<file path="config.mk">
export PLATFORM = sky130hd
export DESIGN_NAME = rv_timer_cmp_sched_flat
export DESIGN_NICKNAME = d
export VERILOG_FILES = /design/src/rtl/rv_timer_cmp_sched_if.sv /design/src/rtl/rv_timer_cmp_sched.sv /design/src/flat_wrapper.sv
export SDC_FILE = /design/constraint.sdc
export NUM_CORES = 1
export LEC_CHECK = 0
export BUFFER_PORTS_ARGS = -buffer_cell sky130_fd_sc_hd__buf_2
export CORE_MARGIN = 5
export CORE_UTILIZATION = 30
export DETAILED_ROUTE_END_ITERATION = 6
export GPL_ROUTABILITY_DRIVEN = 0
export SYNTH_ARGS = -nofsm -noshare
export SYNTH_HDL_FRONTEND = slang
export SYNTH_SLANG_ARGS = --single-unit
</file>
<file path="constraint.sdc">
create_clock -name clk_i -period 7.6 [get_ports clk_i]
set_clock_uncertainty 0.1 [all_clocks]
set_input_delay 1.52 -clock clk_i [delete_from_list [all_inputs] [get_ports clk_i]]
set_output_delay 1.52 -clock clk_i [all_outputs]
set_load 0.05 [all_outputs]
</file>
<file path="src/rtl/rv_timer_cmp_sched_if.sv">
// Bus bundle for the timer compare scheduler: tick/mtime/compare inputs
// toward the scheduler and the per-channel expired status coming back.
interface rv_timer_cmp_sched_if #(
    parameter int N_CMP = 4
);
    logic                  tick_i;
    logic [63:0]           mtime_i;
    logic [64*N_CMP-1:0]   mtimecmp_i;
    logic [N_CMP-1:0]      cmp_update_i;
    logic [N_CMP-1:0]      cmp_en_i;
    logic [N_CMP-1:0]      expired_o;
    logic [N_CMP-1:0]      expired_pulse_o;
    logic                  busy_o;

    modport master (
        output tick_i, mtime_i, mtimecmp_i, cmp_update_i, cmp_en_i,
        input  expired_o, expired_pulse_o, busy_o
    );

    modport slave (
        input  tick_i, mtime_i, mtimecmp_i, cmp_update_i, cmp_en_i,
        output expired_o, expired_pulse_o, busy_o
    );
endinterface

</file>
<file path="src/rtl/rv_timer_cmp_sched.sv">
// Timer compare scheduler: N_CMP compare channels share a single 64-bit
// comparator. Each tick (or compare write) triggers a scan that checks one
// channel per cycle against a snapshot of mtime, setting sticky expired
// flags. Events arriving mid-scan coalesce into one pending rescan.
module rv_timer_cmp_sched #(
    parameter int N_CMP = 4,
    parameter int IDX_W = 2
) (
    input  logic                clk_i,
    input  logic                rst_i,
    rv_timer_cmp_sched_if.slave bus
);

    typedef enum logic [0:0] {
        IDLE = 1'b0,
        SCAN = 1'b1
    } state_t;

    state_t             state_r;
    state_t             state_s;
    logic [IDX_W-1:0]   idx_r;
    logic [IDX_W-1:0]   idx_s;
    logic [63:0]        snap_r;
    logic [63:0]        snap_s;
    logic               pending_r;
    logic               pending_s;
    logic [N_CMP-1:0]   expired_r;
    logic [N_CMP-1:0]   expired_s;
    logic [N_CMP-1:0]   pulse_r;
    logic [N_CMP-1:0]   pulse_s;
    logic [N_CMP-1:0]   set_s;
    logic               busy_r;
    logic               busy_s;

    logic [63:0]        cmp_arr_s [N_CMP];
    logic [63:0]        cmp_sel_s;
    logic               en_sel_s;
    logic               hit_s;
    logic               last_s;
    logic               any_evt_s;

    // Split the flat compare bus into per-channel words.
    always_comb begin
        for (int k = 0; k < N_CMP; k++) begin
            cmp_arr_s[k] = bus.mtimecmp_i[64*k +: 64];
        end
    end

    // The single shared comparator; compare values are taken live, mtime from the snapshot.
    always_comb begin
        cmp_sel_s = cmp_arr_s[idx_r];
        en_sel_s  = bus.cmp_en_i[idx_r];
        hit_s     = (snap_r >= cmp_sel_s);
        last_s    = (idx_r == IDX_W'(N_CMP - 1));
        any_evt_s = bus.tick_i | (|bus.cmp_update_i);
    end

    // Scan FSM next-state: start/restart loads a fresh snapshot, otherwise events coalesce into pending.
    always_comb begin
        state_s   = state_r;
        idx_s     = idx_r;
        snap_s    = snap_r;
        pending_s = pending_r;
        case (state_r)
            IDLE: begin
                if (bus.tick_i || pending_r) begin
                    state_s   = SCAN;
                    snap_s    = bus.mtime_i;
                    idx_s     = '0;
                    pending_s = 1'b0;
                end else begin
                    pending_s = pending_r | any_evt_s;
                end
            end
            SCAN: begin
                if (last_s) begin
                    if (pending_r || any_evt_s) begin
                        snap_s    = bus.mtime_i;
                        idx_s     = '0;
                        pending_s = 1'b0;
                    end else begin
                        state_s   = IDLE;
                    end
                end else begin
                    idx_s     = idx_r + IDX_W'(1);
                    pending_s = pending_r | any_evt_s;
                end
            end
            default: begin
                state_s   = IDLE;
                idx_s     = '0;
                pending_s = 1'b0;
            end
        endcase
    end

    // Expired flags: set from the scanned channel, a same-cycle compare write wins and clears.
    always_comb begin
        set_s = '0;
        for (int k = 0; k < N_CMP; k++) begin
            set_s[k] = (state_r == SCAN) && (idx_r == IDX_W'(k)) && hit_s && en_sel_s;
        end
        expired_s = (expired_r | set_s) & ~bus.cmp_update_i;
        pulse_s   = expired_s & ~expired_r;
        busy_s    = (state_s == SCAN);
    end

    // State and output registers with asynchronous reset.
    always_ff @(posedge clk_i or posedge rst_i) begin
        if (rst_i) begin
            state_r   <= IDLE;
            idx_r     <= '0;
            snap_r    <= 64'd0;
            pending_r <= 1'b0;
            expired_r <= '0;
            pulse_r   <= '0;
            busy_r    <= 1'b0;
        end else begin
            state_r   <= state_s;
            idx_r     <= idx_s;
            snap_r    <= snap_s;
            pending_r <= pending_s;
            expired_r <= expired_s;
            pulse_r   <= pulse_s;
            busy_r    <= busy_s;
        end
    end

    assign bus.expired_o       = expired_r;
    assign bus.expired_pulse_o = pulse_r;
    assign bus.busy_o          = busy_r;

endmodule

</file>
<file path="src/flat_wrapper.sv">
// flat-port wrapper written by rule: the top's interface ports become plain ports
module rv_timer_cmp_sched_flat 
#(
    parameter int N_CMP = 4,
    parameter int IDX_W = 2
)
  (clk_i, rst_i, bus_tick_i, bus_mtime_i, bus_mtimecmp_i, bus_cmp_update_i, bus_cmp_en_i, bus_expired_o, bus_expired_pulse_o, bus_busy_o);
  rv_timer_cmp_sched_if #(.N_CMP(N_CMP)) bus_i ();
  input  logic clk_i;
  input  logic rst_i;
  input wire logic [$bits(bus_i.tick_i)-1:0] bus_tick_i;
  input wire logic [$bits(bus_i.mtime_i)-1:0] bus_mtime_i;
  input wire logic [$bits(bus_i.mtimecmp_i)-1:0] bus_mtimecmp_i;
  input wire logic [$bits(bus_i.cmp_update_i)-1:0] bus_cmp_update_i;
  input wire logic [$bits(bus_i.cmp_en_i)-1:0] bus_cmp_en_i;
  output wire logic [$bits(bus_i.expired_o)-1:0] bus_expired_o;
  output wire logic [$bits(bus_i.expired_pulse_o)-1:0] bus_expired_pulse_o;
  output wire logic [$bits(bus_i.busy_o)-1:0] bus_busy_o;
  assign bus_i.tick_i = bus_tick_i;
  assign bus_i.mtime_i = bus_mtime_i;
  assign bus_i.mtimecmp_i = bus_mtimecmp_i;
  assign bus_i.cmp_update_i = bus_cmp_update_i;
  assign bus_i.cmp_en_i = bus_cmp_en_i;
  assign bus_expired_o = bus_i.expired_o;
  assign bus_expired_pulse_o = bus_i.expired_pulse_o;
  assign bus_busy_o = bus_i.busy_o;
  rv_timer_cmp_sched #(.N_CMP(N_CMP), .IDX_W(IDX_W)) u_core (.clk_i(clk_i), .rst_i(rst_i), .bus(bus_i));
endmodule
</file>
Word level (Yosys, flattened, before mapping)
Cells that the tools add are included. Widths: inputs -> output; s select.

Add/sub/neg operators: 1. $mul: 0. Divide/modulo/power cells: 0. $lt $le $gt $ge: 3. Equality and inequality tests: 7. Shift-type cells: 0. Mux-type cells: 21. Bitwise gates (word level): 9. Reductions and logical operators: 18.

Operators by type and width (count): $mux 64 (5); $bmux 64 s2 (1); $pmux 64 s2 (1); $ge 64x64->1 (1); $logic_and 1x1->1 (12); $and 4x4->4 (2); $not 4->4 (2); $mux 1 (7); $mux 2 (3); $eq 2x2->1 const B (2); $ne 2x2->1 const B (2); $or 4x4->4 (1); $pmux 1 s2 (2); $pmux 2 s2 (1); $reduce_or 4->1 (1); $ge 3x3->1 const B (1); $lt 2x3->1 const B (1); $ne 3x3->1 const B (1); $not 2->3 (1); $reduce_and 3->1 (1); $add 2x1->2 const B (1); $bmux 1 s2 (1); $eq 2x1->1 const B (1); $logic_not 2->1 (1); other kinds (5) (7).

Register bits: 76. Bits in latches: 0. RAM bits: 0. Memory bits (read-only): 0. Word-level logic and storage cells: 65. Memories kept: 0.

Longest topological paths before layout
Depth in word-level cells: 10. Gate-level depth with buffers: 12. Depth with buffers taken out: 9.

Least setup slack after synthesis
OpenSTA, ideal clock, no wires.

Path kind: input to register. Start: input port bus_mtimecmp_i[227]. End: register u_core.expired_r[0] (netlist: u_core.bus.expired_o[0]). Arrival: 3.316 ns. Required time: 7.367 ns. Setup slack: 4.052 ns. Cell stages on the path: 9. Path buffers: 0. Cells stage by stage: mux4_2 -> inv_1 -> ha_1 -> a21oi_1 -> o21ai_0 -> a221o_1 -> a211o_1 -> a32oi_1 -> a31oi_1.

Longest elaborated chain between the ends: 8.

RTL lines: start, declared (RTL line flat_wrapper.sv:13) `input wire logic [$bits(bus_i.mtimecmp_i)-1:0] bus_mtimecmp_i;`; $bmux 64 s2 (RTL line rv_timer_cmp_sched.sv:51) `cmp_sel_s = cmp_arr_s[idx_r];`; $mux 64 (implied by the code) (2 in series) (RTL line rv_timer_cmp_sched.sv:51); $ge 64x64->1 (RTL line rv_timer_cmp_sched.sv:53) `hit_s = (snap_r >= cmp_sel_s);`; $logic_and 1x1->1 (2 in series) (RTL line rv_timer_cmp_sched.sv:101) `set_s[k] = (state_r == SCAN) && (idx_r == IDX_W'(k)) && hit_s && en_sel_s;`; $or 4x4->4 (RTL line rv_timer_cmp_sched.sv:103) `expired_s = (expired_r | set_s) & ~bus.cmp_update_i;`; $and 4x4->4 (RTL line rv_timer_cmp_sched.sv:103); named net u_core.expired_s[0] (RTL line rv_timer_cmp_sched.sv:28) `logic [N_CMP-1:0] expired_s;`; end signal, assigned (RTL line rv_timer_cmp_sched.sv:123) `expired_r <= expired_s;`; end, declared (RTL line rv_timer_cmp_sched.sv:27) `logic [N_CMP-1:0] expired_r;`.

The timed path passes the listed nets, and every way through them passes these cells. The select of a mux whose other input is x is not followed. A chain may end at the register's enable or synchronous reset.

Final worst setup path
Start: register u_core.idx_r[0]. End: register u_core.expired_r[3] (netlist: u_core.bus.expired_o[3]).

Longest elaborated chain between the ends: 9. Elaborated cells between the ends (all ways): 13.

RTL lines: start, declared (RTL line rv_timer_cmp_sched.sv:21) `logic [IDX_W-1:0] idx_r;`; start signal, assigned (RTL line rv_timer_cmp_sched.sv:120) `idx_r <= idx_s;`; $not 2->3 (implied by the code) (RTL line rv_timer_cmp_sched.sv:51); $bmux 64 s2 (RTL line rv_timer_cmp_sched.sv:51); $mux 64 (implied by the code) (2 in series) (RTL line rv_timer_cmp_sched.sv:51); $ge 64x64->1 (RTL line rv_timer_cmp_sched.sv:53); $logic_and 1x1->1 (RTL line rv_timer_cmp_sched.sv:101); $logic_and 1x1->1 (*) (RTL line rv_timer_cmp_sched.sv:101); $or 4x4->4 (*) (RTL line rv_timer_cmp_sched.sv:103); $and 4x4->4 (*) (RTL line rv_timer_cmp_sched.sv:103); named net u_core.expired_s[3] (RTL line rv_timer_cmp_sched.sv:28).

Mark *: on every way through the listed nets, which the timed path passes. The rest lies on a longest branch. The select of a mux whose other input is x is not followed.

==> metrics.cfg <==
[detailed_routing]
first_iter_violations = 112
avgViaCountPerCell = 4.804
drt_first_pass_iters = 4
wirelength_um = 19140
ant_nets = 0
routedWlPerCell_um = 17.12
drc = 0
num_vias = 5371

[placed_design]
port_buffers = 339
placed_area_um2 = 8254
dp.final_hpwl_um = 15880

[power_and_ir_drop]
finalPower_mw = 3.184
p_leak_nw = 4.405
p_per_area_nw_per_um2 = 371.4
peakVddDrop_v = 0.0001277

[sta]
tns_ns = 0
timing.final.crit_share_pct = 56.32
setup_viol = 0
slew_headroom_pct = 32.32
max_freq_ghz = 0.2336
rsz0062_at_grt = no
min_period_ns = 4.280
drv_slew = 0
hold_violations = 0
tightest_slew_ns = 1.015

[yosys]
synth_top_cell_area_share_pct = 30.20
syn_inst = 505
synth_area_leaders = dfrtp_1 (30%), mux4_2 (23%), ha_1 (14%)
ys.flop_type = dfrtp_1
yosysUniqueCellTypes = 37
synth_most_common_cell = dfrtp_1
synth_edf_count = 0
yosys-top-cells-count = dfrtp_1 (76), inv_1 (73), ha_1 (68)
synth-seq-cells = 76
synth_area_per_cell_um2 = 12.47
synthesis.area_um2 = 6297
ys_seq_area_share_pct = 30.20
synth_top_cell_by_area = dfrtp_1
synth_async_sr_flop_share_pct = 100.0
syn_nets = 904
yosysWarnings = 0

[clock_network]
htree_levels = 3
cts_buffer_depth = 2
post-cts-setup-buffers = 0
postCtsHoldBufs = 0
insertion_delay_ns = 0.33
clk_pin_slew_worst_paths_ns = 0.06
tritoncts = yes
cts_root_buf = clkbuf_16
cts_resized = 0
cts.sinks = 76
cts_buffers = 9

[global_route]
grt_pass1_wl_um = 29880
grt_pass1_vias = 5925
gr-usage-all-layers_pct = 15.67
antenna_found_initial = 1
overflow = 0
grt_max_degree = 77

[die]
ioPinCount = 340
core_um2 = 20820
die_h_um = 154.9
die_area_um2 = 23990
rows = 53
chipWidth_um = 154.9
start_util_pct = 30.24

[critical_path]
start_kind = flop
endpoint_kind = flop
critPathKind = flop to flop
cp_max_fo = 51
crit_arrival_ns = 4.43
required_ns = 7.75

[final_layout]
fin_util_pct = 41.17
fin_area_um2 = 8573
area_growth_pct = 36.14
drive_gt1_share_pct = 58.96
insertedDiodeCount = 0
nets = 1237

[worst_hold_path]
hp-class = flop to flop

[outcome]
status = completed

[flow_run]
drv_cap = 0

[final cells by class]
type | instances | area, um2
fill | 2071 | 12250
multi-input combinational | 333 | 3986
sequential | 76 | 1907
timing repair buffer | 345 | 1742
tap | 275 | 344.1
inverter | 73 | 275.3
clock buffer | 12 | 246.5
clock inverter | 4 | 72.57
[stage by stage]
| step | hold WS (ns) | instances | worst slack, ns |
|---|---|---|---|
| after floorplan | 0.3874 | 505 | 4.042 |
| after global placement | 0.3987 | 1102 | 3.003 |
| after detailed placement | 0.4012 | 1102 | 2.980 |
| after CTS | 0.4195 | 1118 | 2.980 |
| after global routing | 0.4276 | 1118 | 2.773 |
| final | 0.4161 | 1118 | 3.320 |
[flip-flops by register name (all words and copies together), names as in the netlist]
| name | cells |
|---|---|
| u_core.bus.expired_o | 4 |
| u_core.bus.expired_pulse_o | 4 |
| u_core.idx_r | 2 |
| u_core.pending_r | 1 |
| u_core.snap_r | 64 |
| u_core.state_r | 1 |
[worst paths after layout]
kind                       slack (ns)                       to         startpoint  cells after the start
setup / recovery                 3.32  u_core.bus.expired_o[3]    u_core.idx_r[0]                     10
max in group asynchronous        5.25          u_core.idx_r[0]              rst_i                      3
hold / removal                   0.42        u_core.snap_r[29]  u_core.snap_r[29]                      1
hold reg to reg                  0.42        u_core.snap_r[29]  u_core.snap_r[29]                      1
setup reg to reg                 3.32  u_core.bus.expired_o[3]    u_core.idx_r[0]                     10
min in group asynchronous        1.39        u_core.snap_r[26]              rst_i                      3
[logic make-up (layout without fill, tap and decap cells)]
family,count (synthesis),in the layout,share of synthesized area [%]
muxes,128,128,37.37
buffers and inverters,96,434,6.576
DFF,76,76,30.20
AOI/OAI and AO/OA,71,71,6.616
adders and majority gates,68,68,13.51
and+or+nand+nor,66,66,5.722
[report_power, final]
part / switching [mW] / internal (mW)
clock network: 0.172 / 0.297
registers: 0.227 / 0.604
logic: 0.820 / 1.07
[routing by layer]
layer | up-vias | part of all wire [%] | global-route usage [%]
li1 | 2574 | - | -
met1 | 2563 | 40 | 18.70
met2 | 211 | 51 | 28.27
met3 | 21 | 7.5 | 4.089
met4 | 2 | 1.3 | 3.574
met5 | - | 0.10 | 0
[worst max-delay path: stages (launching register included)]
cell	delay [ns]
dfrtp_4	1.06
buf_4	0.49
mux4_2	0.55
inv_1	0.08
ha_1	0.14
nand4_1	0.18
nor4_1	0.56
nand2_1	0.17
o22ai_1	0.46
o21ai_0	0.20
a31oi_1	0.21
[placed cells by master (no fill, tap or decap), types with 3 or more instances in the layout]
cell type  count
a21oi_1       32
nor4_1         3
clkbuf_16      9
nand2_1       18
mux2_2        15
nor3_1         4
mux2_4        48
and3_1         4
dfrtp_1       74
buf_4          6
o21ai_0       17
nand3_1        5
nor2_1         6
nand4_1       13
a31oi_1        6
inv_1         72
or2_2          4
ha_1          68
a21o_1         3
mux4_2        65
a32oi_1        4
buf_2        339
Power figures use the tool's default switching activity.
